<file path="src/rtl/fb_port_arbiter_pkg.sv">
// Shared types and constants for the frame-buffer port-A arbiter.
package fb_port_arbiter_pkg;

  typedef enum logic [1:0] {
    ARB_IDLE = 2'd0,
    ARB_CPU  = 2'd1,
    ARB_DMA  = 2'd2
  } arb_state_e;

  localparam int unsigned STARVE_LIMIT_DEF = 4;
  localparam int unsigned STARVE_CNT_W     = 4;

endpackage

</file>
<file path="src/rtl/fb_port_arbiter_starve_counter.sv">
// Saturating up-counter with synchronous clear, tracking how long DMA has been losing.
module arb_starve_counter #(
  parameter int unsigned LIMIT = 4,
  parameter int unsigned CNT_W = 4
) (
  input  logic             clock,
  input  logic             nreset,
  input  logic             clr,
  input  logic             inc,
  output logic [CNT_W-1:0] cnt
);

  logic [CNT_W-1:0] cnt_q;
  logic [CNT_W-1:0] cnt_d;

  always_comb begin
    cnt_d = cnt_q;
    if (clr) begin
      cnt_d = '0;
    end else if (inc && (cnt_q < CNT_W'(LIMIT))) begin
      cnt_d = cnt_q + CNT_W'(1);
    end
  end

  always_ff @(posedge clock or negedge nreset) begin
    if (!nreset) begin
      cnt_q <= '0;
    end else begin
      cnt_q <= cnt_d;
    end
  end

  assign cnt = cnt_q;

endmodule

</file>
<file path="src/rtl/fb_port_arbiter.sv">
// Two-requester (CPU, DMA) arbiter for frame-buffer port A with DMA starvation guard.
// Optional FB_ARB_VBLANK_LOCK_EN restricts DMA grants to vertical blanking.
module fb_port_arbiter
  import fb_port_arbiter_pkg::*;
#(
  parameter int unsigned STARVE_LIMIT = STARVE_LIMIT_DEF,
  parameter int unsigned ADDR_W       = 15,
  parameter int unsigned DATA_W       = 12
) (
  input  logic              clock,
  input  logic              nreset,
  input  logic              cpu_req,
  input  logic              cpu_wen,
  input  logic [ADDR_W-1:0] cpu_addr,
  input  logic [DATA_W-1:0] cpu_wdata,
  output logic              cpu_gnt,
  output logic              cpu_rvalid,
  output logic [DATA_W-1:0] cpu_rdata,
  input  logic              dma_req,
  input  logic              dma_wen,
  input  logic [ADDR_W-1:0] dma_addr,
  input  logic [DATA_W-1:0] dma_wdata,
  output logic              dma_gnt,
  output logic              dma_rvalid,
  output logic [DATA_W-1:0] dma_rdata,
  input  logic              vblank,
  output logic              fb_wena,
  output logic [ADDR_W-1:0] fb_addra,
  output logic [DATA_W-1:0] fb_dina,
  input  logic [DATA_W-1:0] fb_douta
);

  localparam int unsigned CNT_W = STARVE_CNT_W;

  arb_state_e        state_q, state_d;
  logic              rd_q, rd_d;
  logic [ADDR_W-1:0] addr_q, addr_d;
  logic [DATA_W-1:0] din_q, din_d;
  logic [DATA_W-1:0] cpu_rdata_q, cpu_rdata_d;
  logic [DATA_W-1:0] dma_rdata_q, dma_rdata_d;

  logic [CNT_W-1:0]  starve_cnt;
  logic              starve_hit_c;
  logic              dma_ok_c;
  logic              cpu_gnt_c;
  logic              dma_gnt_c;
  logic              starve_inc_c;
  logic              starve_clr_c;

`ifdef FB_ARB_VBLANK_LOCK_EN
  assign dma_ok_c = vblank;
`else
  logic vblank_unused;
  assign vblank_unused = vblank;
  assign dma_ok_c      = 1'b1;
`endif

  // Grants are gated by nreset so nothing reaches the memory while reset is held.
  always_comb begin
    starve_hit_c = (starve_cnt == CNT_W'(STARVE_LIMIT));
    dma_gnt_c    = nreset && dma_req && dma_ok_c && (!cpu_req || starve_hit_c);
    cpu_gnt_c    = nreset && cpu_req && !dma_gnt_c;
    starve_clr_c = dma_gnt_c || !dma_req;
    starve_inc_c = dma_req && !dma_gnt_c && dma_ok_c;
  end

  arb_starve_counter #(
    .LIMIT (STARVE_LIMIT),
    .CNT_W (CNT_W)
  ) u_starve (
    .clock  (clock),
    .nreset (nreset),
    .clr    (starve_clr_c),
    .inc    (starve_inc_c),
    .cnt    (starve_cnt)
  );

  // Next state records which requester owns the read data returning next cycle.
  always_comb begin
    state_d     = ARB_IDLE;
    rd_d        = 1'b0;
    addr_d      = addr_q;
    din_d       = din_q;
    cpu_rdata_d = cpu_rdata_q;
    dma_rdata_d = dma_rdata_q;
    fb_wena     = 1'b0;
    fb_addra    = addr_q;
    fb_dina     = din_q;
    if (cpu_gnt_c) begin
      state_d  = ARB_CPU;
      rd_d     = !cpu_wen;
      addr_d   = cpu_addr;
      din_d    = cpu_wdata;
      fb_wena  = cpu_wen;
      fb_addra = cpu_addr;
      fb_dina  = cpu_wdata;
      if (!cpu_wen) begin
        cpu_rdata_d = fb_douta;
      end
    end else if (dma_gnt_c) begin
      state_d  = ARB_DMA;
      rd_d     = !dma_wen;
      addr_d   = dma_addr;
      din_d    = dma_wdata;
      fb_wena  = dma_wen;
      fb_addra = dma_addr;
      fb_dina  = dma_wdata;
      if (!dma_wen) begin
        dma_rdata_d = fb_douta;
      end
    end
  end

  always_ff @(posedge clock or negedge nreset) begin
    if (!nreset) begin
      state_q     <= ARB_IDLE;
      rd_q        <= 1'b0;
      addr_q      <= '0;
      din_q       <= '0;
      cpu_rdata_q <= '0;
      dma_rdata_q <= '0;
    end else begin
      state_q     <= state_d;
      rd_q        <= rd_d;
      addr_q      <= addr_d;
      din_q       <= din_d;
      cpu_rdata_q <= cpu_rdata_d;
      dma_rdata_q <= dma_rdata_d;
    end
  end

  assign cpu_gnt    = cpu_gnt_c;
  assign dma_gnt    = dma_gnt_c;
  assign cpu_rvalid = (state_q == ARB_CPU) && rd_q;
  assign dma_rvalid = (state_q == ARB_DMA) && rd_q;
  assign cpu_rdata  = cpu_rdata_q;
  assign dma_rdata  = dma_rdata_q;

endmodule

</file>
<file path="config.mk">
export PLATFORM = sky130hd
export DESIGN_NAME = fb_port_arbiter
export DESIGN_NICKNAME = d
export VERILOG_FILES = /design/src/rtl/fb_port_arbiter_pkg.sv /design/src/rtl/fb_port_arbiter_starve_counter.sv /design/src/rtl/fb_port_arbiter.sv
export SDC_FILE = /design/constraint.sdc
export NUM_CORES = 1
export LEC_CHECK = 0
export CAP_MARGIN = 20
export CORE_MARGIN = 4
export CORE_UTILIZATION = 40
export CTS_BUF_LIST = sky130_fd_sc_hd__clkbuf_8 sky130_fd_sc_hd__clkbuf_16
export CTS_CLUSTER_DIAMETER = 80
export DETAILED_ROUTE_END_ITERATION = 10
export MAX_ROUTING_LAYER = met4
export PLACE_DENSITY_LB_ADDON = 0.1
export SKIP_LAST_GASP = 1
export SLEW_MARGIN = 20
export SYNTH_ARGS = -nofsm -noshare
export SYNTH_HDL_FRONTEND = slang
export SYNTH_SLANG_ARGS = --single-unit
</file>
<file path="constraint.sdc">
create_clock -name clock -period 2.6 [get_ports clock]
set_clock_uncertainty 0.15 [all_clocks]
set_input_delay 0.52 -clock clock [delete_from_list [all_inputs] [get_ports clock]]
set_output_delay 0.52 -clock clock [all_outputs]
set_load 0.05 [all_outputs]
</file>
==> metrics.md, run 1 <==
| Metric | Value |
|---|---|
| Startpoint types | register |
| Initial antenna violation count | 0 |
| Violated checks | setup timing |
| Status | finished with violations |
| CP Max Fanout | 8 |
| Slowest cell on the critical path | dfrtp_1 |
| Comb pwr share | 0.457 |
| Number of distinct library cells after synthesis | 22 |
| Leak | 2.05 nW |
| Final Hold Violating Endpoints | 0 |
| Main combinational cell family by area after synthesis | multiplexers |
| Placed Area | 4000 µm² |
| Synthesized cell area | 2580 µm² |
| IO Port Bufs | 127 |
| Pre-CTS setup slack | -0.192 ns |
| Synthesized flop and latch total | 58 |
| Initial DRC count | 50 |
| Area growth syn-to-layout | 80.3% |
| Io pins | 129 |
| XOR/XNOR share of the synthesized area | 0.00339 |
| # clock sinks | 58 |
| H-Tree Depth | 3 |
| Fin nets | 404 |
| Slew @ Worst Pin | 0.526 ns |
| Adder-cell area share of the yosys netlist | 0.00969 |
| Placement Rows | 29 |
| WL final | 7310 µm |
| Drt wl/cell | 17.8 µm |
| Core area | 6310 µm² |
| Synth Area in Simple Gates | 0.0392 |
| Slew Viols, Final | 0 |
| Pin count of the biggest net entering global routing | 37 |
| Worst R2R Start | u_starve.cnt[1]$_DFFE_PN0P_ |
| Min-delay worst type | in2async |
| Number of max-cap violations | 0 |
| Synth top area share | 0.562 |
| Worst Setup Slack, final | -0.0964 ns |
| Die area | 7810 µm² |
| Most frequent CP cell | buf_12 |
| Net switching power | 1.26 mW |
| Dpl hpwl | 4780 µm |
| Die extent in x | 88.4 µm |
| Remaining Overflow, GRT | 0 |
| Sequential area share after synthesis | 0.562 |
| Final setup viols | 28 |
| Worst IR drop on VDD | 0.509 mV |
| Clock Power Share | 0.210 |
| CTS tree | built |
| Finished Core Util | 0.738 |
| Register share of total power | 0.333 |
| CP Capture Type | output port |
| Internal power | 2.12 mW |
| Top post-synthesis cells by area | dfrtp_1 56%, mux2_2 25%, mux2_1 9.6% |
| Minimum hold slack | 0.0510 ns |
| Synth Instances | 172 |
| Syn_nets | 247 |
| CTS buffer count | 9 |
| Latest clock arrival within the worst-skew pair | 0.32 ns |
| Switching share of power | 0.372 |
| Number of diodes | 0 |
| Syn. warnings | 0 |
| CP startpoint | u_starve.cnt[1]$_DFFE_PN0P_ |
| DIE HEIGHT | 88.4 µm |
| Reg clk slew, reported paths | 0.07 ns |
| Complex-gate fraction of the synthesized area | 0.0121 |
| Crit path DAT | 2.03 ns |
| Final ANT Viol Nets | 0 |
| Area leader, netlist | dfrtp_1 |
| CP peak stage delay | 0.38 ns |
| Period utilization | 1.04 |
| Hold-fix buffers at CTS | 0 |
| Worst reg-to-reg path cell count | 7 |
| Max clock buf depth | 2 |
| RSZ-0062 raised after global routing | yes |
| Tmin final | 2.70 ns |
| Post-DR vias/cell | 4.89 |
| TritonRoute pass-1 iters | 4 |
| Initial Util | 0.409 |
| Critical path class | reg2out |
| Residual DRC | 0 |
| Share of cells above drive strength 1 | 0.410 |
| CTS root buf | clkbuf_8 |
| Reg2reg setup slack | 0.59 ns |
| Routability Congestion | 0.761 |
| Fmax | 371 MHz |
| Vias in the first global route | 2,281 |
| Placed cell count | 382 |
| Multiplexer share of the synthesized area | 0.348 |
| First-pass GRT wire length | 11,300 µm |
| Slew margin rel. | 0.648 |
| Total Routing Usage GR | 0.199 |
| R2R Path End | dma_rdata[3]$_DFFE_PN0P_ |
| Crit-path cells | inv_1 -> ha_2 -> nand3b_1 -> a21oi_4 -> buf_12 -> buf_12 -> mux2_4 -> buf_8 |
| Total vias in the final route | 2,010 |
| Final cell count without fillers | 411 |
| PD cells | 727 nW/µm² |
| Final Cell Area | 4660 µm² |
| CP Data Required Time | 1.93 ns |
| Synthesized area per cell | 15.0 µm² |
| Crit path to | fb_dina[8] |
## per-stage QoR
step	total power, mW	setup TNS, ns
final	3.38	-2.34
after global routing	3.55	-6.00
after CTS	3.42	-3.06
after detailed placement	2.46	-4.60
after global placement	2.44	-4.34
after floorplan	1.97	0
## cell usage in the layout, fill, tap and decap left out, drive strengths merged
master	Yosys	routed
a211oi	1	1
a21oi	3	3
and3	1	1
and3b	1	1
and4b	1	1
buf	8	58
clkbuf	0	10
clkdlybuf4s50	0	94
clkinv	0	3
clkinvlp	0	2
dfrtp	58	58
dlygate4sd2	0	2
ha	2	2
inv	3	4
mux2	79	79
mux2i	1	1
nand2	3	3
nand3b	1	1
nor2	3	3
nor3	1	1
nor3b	4	4
or2	1	1
xnor2	1	1
## power by group through the flow
stage                     combinational [mW]  sequential [mW]  clock (mW)
after CTS                               1.55             1.13       0.737
final                                   1.55             1.13       0.712
after detailed placement                1.32             1.14           0
after global routing                    1.61             1.15       0.787
after global placement                  1.31             1.13           0
after floorplan                        0.546             1.42           0
## cell families (layout without fill, tap and decap cells)
group,after synthesis,after routing
fa+ha+maj,2,2
xor+xnor,1,1
mux,80,80
simple gates,16,16
compound gates,4,4
buf+inv,11,173
flops,58,58
## critical path: cells and delay by family, from the launching register on
family                   cells  cell delay, ns
AND/OR/NAND/NOR              1            0.14
buffers and inverters        4            0.49
AO/OA/AOI/OAI                1            0.20
multiplexers                 1            0.33
flip-flops                   1            0.38
adder cells (fa/ha/maj)      1            0.16
## worst min path at each step
stage | startpoint | to | slack [ns] | cells after the start
final | nreset | cpu_rdata[0]$_DFFE_PN0P_ | 0.05 | 2
after global routing | nreset | dma_rdata[2]$_DFFE_PN0P_ | 0.04 | 2
after CTS | nreset | dma_rdata[1]$_DFFE_PN0P_ | 0.03 | 2
after detailed placement | cpu_rdata[9]$_DFFE_PN0P_ | cpu_rdata[9]$_DFFE_PN0P_ | 0.33 | 1
after global placement | cpu_rdata[8]$_DFFE_PN0P_ | cpu_rdata[8]$_DFFE_PN0P_ | 0.32 | 1
after floorplan | nreset | addr_q[0]$_DFF_PN0_ | 0.07 | 0
## cells in the mapped netlist
| cell type | count |
|---|---|
| or2_2 | 1 |
| buf_4 | 1 |
| inv_1 | 3 |
| dfrtp_1 | 58 |
| nor2_1 | 3 |
| a211oi_2 | 1 |
| ha_1 | 2 |
| buf_2 | 5 |
| xnor2_1 | 1 |
| mux2i_1 | 1 |
| a21oi_1 | 2 |
| a21oi_2 | 1 |
| mux2_2 | 57 |
| mux2_1 | 22 |
| nor3_2 | 1 |
| nor3b_1 | 4 |
| nand3b_1 | 1 |
| buf_6 | 2 |
| and3_1 | 1 |
| nand2_1 | 3 |
| and4b_1 | 1 |
| and3b_1 | 1 |
## layout make-up
class                           count  area (µm²)
Fill cell                         422        1660
Sequential cell                    58        1450
Clock buffer                       10         138
Multi-Input combinational cell    103        1190
Tap cell                           77        96.3
Inverter                            3        11.3
Timing Repair Buffer              154        1740
Clock inverter                      6        33.8
## sequential cells by signal, indices dropped and copies added, names as in the netlist
register and count:
rd_q 1, cpu_rdata 12, din_q 12, state_q 2
u_starve.cnt 4, dma_rdata 12, addr_q 15
## timing repair
action,4_1_cts,5_1_grt
cloned,3,0
resized for setup,94,1
buffers inserted,10,1
pin swaps,2,0
endpoints found under the setup margin,28,29
## routing by layer
layer | global-route usage | wire length, µm | share of wire
met5 | - | 0 | 0
met1 | 0.241 | 3020 | 0.41
met2 | 0.322 | 3670 | 0.50
met3 | 0.0587 | 545 | 0.075
met4 | 0.0618 | 79 | 0.011
No activity file was read; power rests on OpenSTA's default activity.
==> inputs of run 2 (changes only) <==
Settings changed: CORE_UTILIZATION 40 to 34.
==> metrics.md, run 2 (same netlist as run 1, synthesis figures left out) <==
| Metric | Value |
|---|---|
| Slew margin rel. | 0.645 (-0.00302) |
| DIE HEIGHT | 95.2 µm (+7.7%) |
| Startpoint types | register |
| Post-DR vias/cell | 4.58 (-6.3%) |
| Reg clk slew, reported paths | 0.07 ns (about the same) |
| Fin nets | 395 (-2.2%) |
| Share of cells above drive strength 1 | 0.388 (-0.0225) |
| First-pass GRT wire length | 10,200 µm (-9.5%) |
| Io pins | 129 (unchanged) |
| Area of the multi-input gates | 1140 µm² (-4.5%) |
| WL final | 6980 µm (-4.5%) |
| Layout filler cell count | 594 (+41%) |
| Initial antenna violation count | 0 (unchanged) |
| Remaining Overflow, GRT | 0 (unchanged) |
| Final Hold Violating Endpoints | 0 (unchanged) |
| Uppermost layer routed | met4 |
| Hold-fix buffers at CTS | 0 (unchanged) |
| Initial DRC count | 26 (-48%) |
| CTS root buf | clkbuf_8 |
| Leak | 1.92 nW (-6.5%) |
| Fmax | 355 MHz (-4.4%) |
| Wire length on met3 | 608 µm (+12%) |
| IO Port Bufs | 127 (unchanged) |
| H-Tree Depth | 3 (unchanged) |
| TritonRoute pass-1 iters | 4 (unchanged) |
| Number of max-cap violations | 0 (unchanged) |
| Violated checks | setup timing |
| Vias in the first global route | 2,040 (-11%) |
| Worst IR drop on VDD | 0.433 mV (-15%) |
| Routability Congestion | 0.729 (-4.3%) |
| Die area | 9060 µm² (+16%) |
| Number of diodes | 0 (unchanged) |
| Tmin final | 2.82 ns (+0.124 ns) |
| Die extent in x | 95.2 µm (+7.7%) |
| Residual DRC | 0 (unchanged) |
| CTS tree | built |
| Crit-path cells | inv_1 -> ha_1 -> nand3b_1 -> a21oi_4 -> buf_6 -> clkbuf_16 -> mux2_4 -> buf_8 |
| Worst Setup Slack, final | -0.221 ns (-0.124 ns) |
| Placement Rows | 31 (+6.9%) |
| Register area | 1450 µm² (unchanged) |
| CP Data Required Time | 1.93 ns (about the same) |
| Total vias in the final route | 1,942 (-3.4%) |
| Area growth syn-to-layout | 72.5% |
| Max FFs per register | 15 (unchanged) |
| Final ANT Viol Nets | 0 (unchanged) |
| Leading cell type in the layout, fill and taps excluded | clkdlybuf4s50_1 |
| TNS Setup | -5.72 ns (-3.38 ns) |
| Min-delay worst type | in2async |
| Biggest register | addr_q |
| Slew @ Worst Pin | 0.531 ns (+0.00452 ns) |
| Drt wl/cell | 16.5 µm (-7.4%) |
| Core area | 7330 µm² (+16%) |
| CP Max Fanout | 7 (-1) |
| Dpl hpwl | 4660 µm (-2.5%) |
| Slowest cell on the critical path | dfrtp_1 |
| Critical path class | reg2out |
| Met2 WL | 3290 µm (-10%) |
| Commonest non-fill, non-tap cells in the layout | 96 x clkdlybuf4s50_1, 58 x dfrtp_1, 40 x mux2_2 |
| Crit path DAT | 2.15 ns (+0.12 ns) |
| Status | finished with violations |
| Final setup viols | 29 (+3.6%) |
| Total Routing Usage GR | 0.155 (-0.0443) |
| Worst reg-to-reg path cell count | 6 (-1) |
| Period utilization | 1.08 (+0.0478) |
| Pin count of the biggest net entering global routing | 32 (-14%) |
| RSZ-0062 raised after global routing | yes |
| Initial Util | 0.352 (-0.0568) |
| Finished Core Util | 0.608 (-0.130) |
| CTS buffer count | 9 (unchanged) |
| Max clock buf depth | 2 (unchanged) |
| CP Capture Type | output port |
| Wl on met1 | 2970 µm (-1.6%) |
| CP peak stage delay | 0.38 ns (about the same) |
| Slew Viols, Final | 0 (unchanged) |
| Latest clock arrival within the worst-skew pair | 0.33 ns (about the same) |
| PD cells | 760 nW/µm² (+4.6%) |
| # clock sinks | 58 (unchanged) |
run 2: changes by cell type in the layout (fill, tap and decap cells not counted), moves of 7 or more:
cell	delta
buf_6	+27
buf_8	-26
mux2_2	+11
mux2_4	-11
buf_4	-7
run 2: metal layers:
metal  vias up  global-route usage
met5         -                   -
met4         0              0.0721
met3        10              0.0450
met2        87               0.237
met1       937               0.188
li1        908                   -
run 2: per-stage QoR:
| stage | std cells | instance area, µm² | hold slack, ns | power (mW) | setup slack, ns |
|---|---|---|---|---|---|
| after floorplan | 172 | 2580 | 0.0744 | 1.97 | 0.0592 |
| after global routing | 424 | 4460 | 0.131 | 3.53 | -0.307 |
| final | 424 | 4460 | 0.0945 | 3.39 | -0.221 |
| after global placement | 402 | 4000 | 0.320 | 2.44 | -0.160 |
| after detailed placement | 402 | 4000 | 0.325 | 2.46 | -0.182 |
| after CTS | 424 | 4380 | 0.0994 | 3.39 | -0.229 |
run 2: critical path: cells and delay by family, from the launching register on:
| kind | cells | cell delay [ns] |
|---|---|---|
| muxes | 1 | 0.32 |
| and+or+nand+nor | 1 | 0.20 |
| AOI/OAI and AO/OA | 1 | 0.23 |
| adders and majority gates | 1 | 0.16 |
| DFF | 1 | 0.38 |
| buffers and inverters | 4 | 0.52 |
run 2: timing repair:
item / CTS / global route
resized for setup: 30 / 21
pin swaps: 1 / 1
cloned: 1 / 1
setup buffers: 5 / 0
endpoints found under the setup margin: 29 / 29
run 2: final cells by class:
class	instances	area share
Tap cell	99	0.0278
Timing Repair Buffer	145	0.343
Multi-Input combinational cell	103	0.255
Inverter	3	0.00253
Clock inverter	6	0.0149
Clock buffer	10	0.0309
Sequential cell	58	0.326
run 2: worst paths after layout:
path / end / from / slack, ns
max: fb_addra[2] / u_starve.cnt[0]$_DFFE_PN0P_ / -0.22
min: u_starve.cnt[0]$_DFFE_PN0P_ / nreset / 0.09
max reg2reg: dma_rdata[2]$_DFFE_PN0P_ / u_starve.cnt[0]$_DFFE_PN0P_ / 0.65
min reg2reg: cpu_rdata[10]$_DFFE_PN0P_ / cpu_rdata[10]$_DFFE_PN0P_ / 0.34
max in group asynchronous: din_q[3]$_DFF_PN0_ / nreset / 1.90
min in group clock: cpu_rdata[10]$_DFFE_PN0P_ / cpu_rdata[10]$_DFFE_PN0P_ / 0.34
run 2: power breakdown:
group | leakage, nW | total [mW] | internal (mW) | switching [mW]
clock network | 0.0945 | 0.840 | 0.468 | 0.372
registers | 0.695 | 1.12 | 1.06 | 0.0587
logic | 1.13 | 1.43 | 0.609 | 0.818
total | 1.92 | 3.39 | 2.14 | 1.25
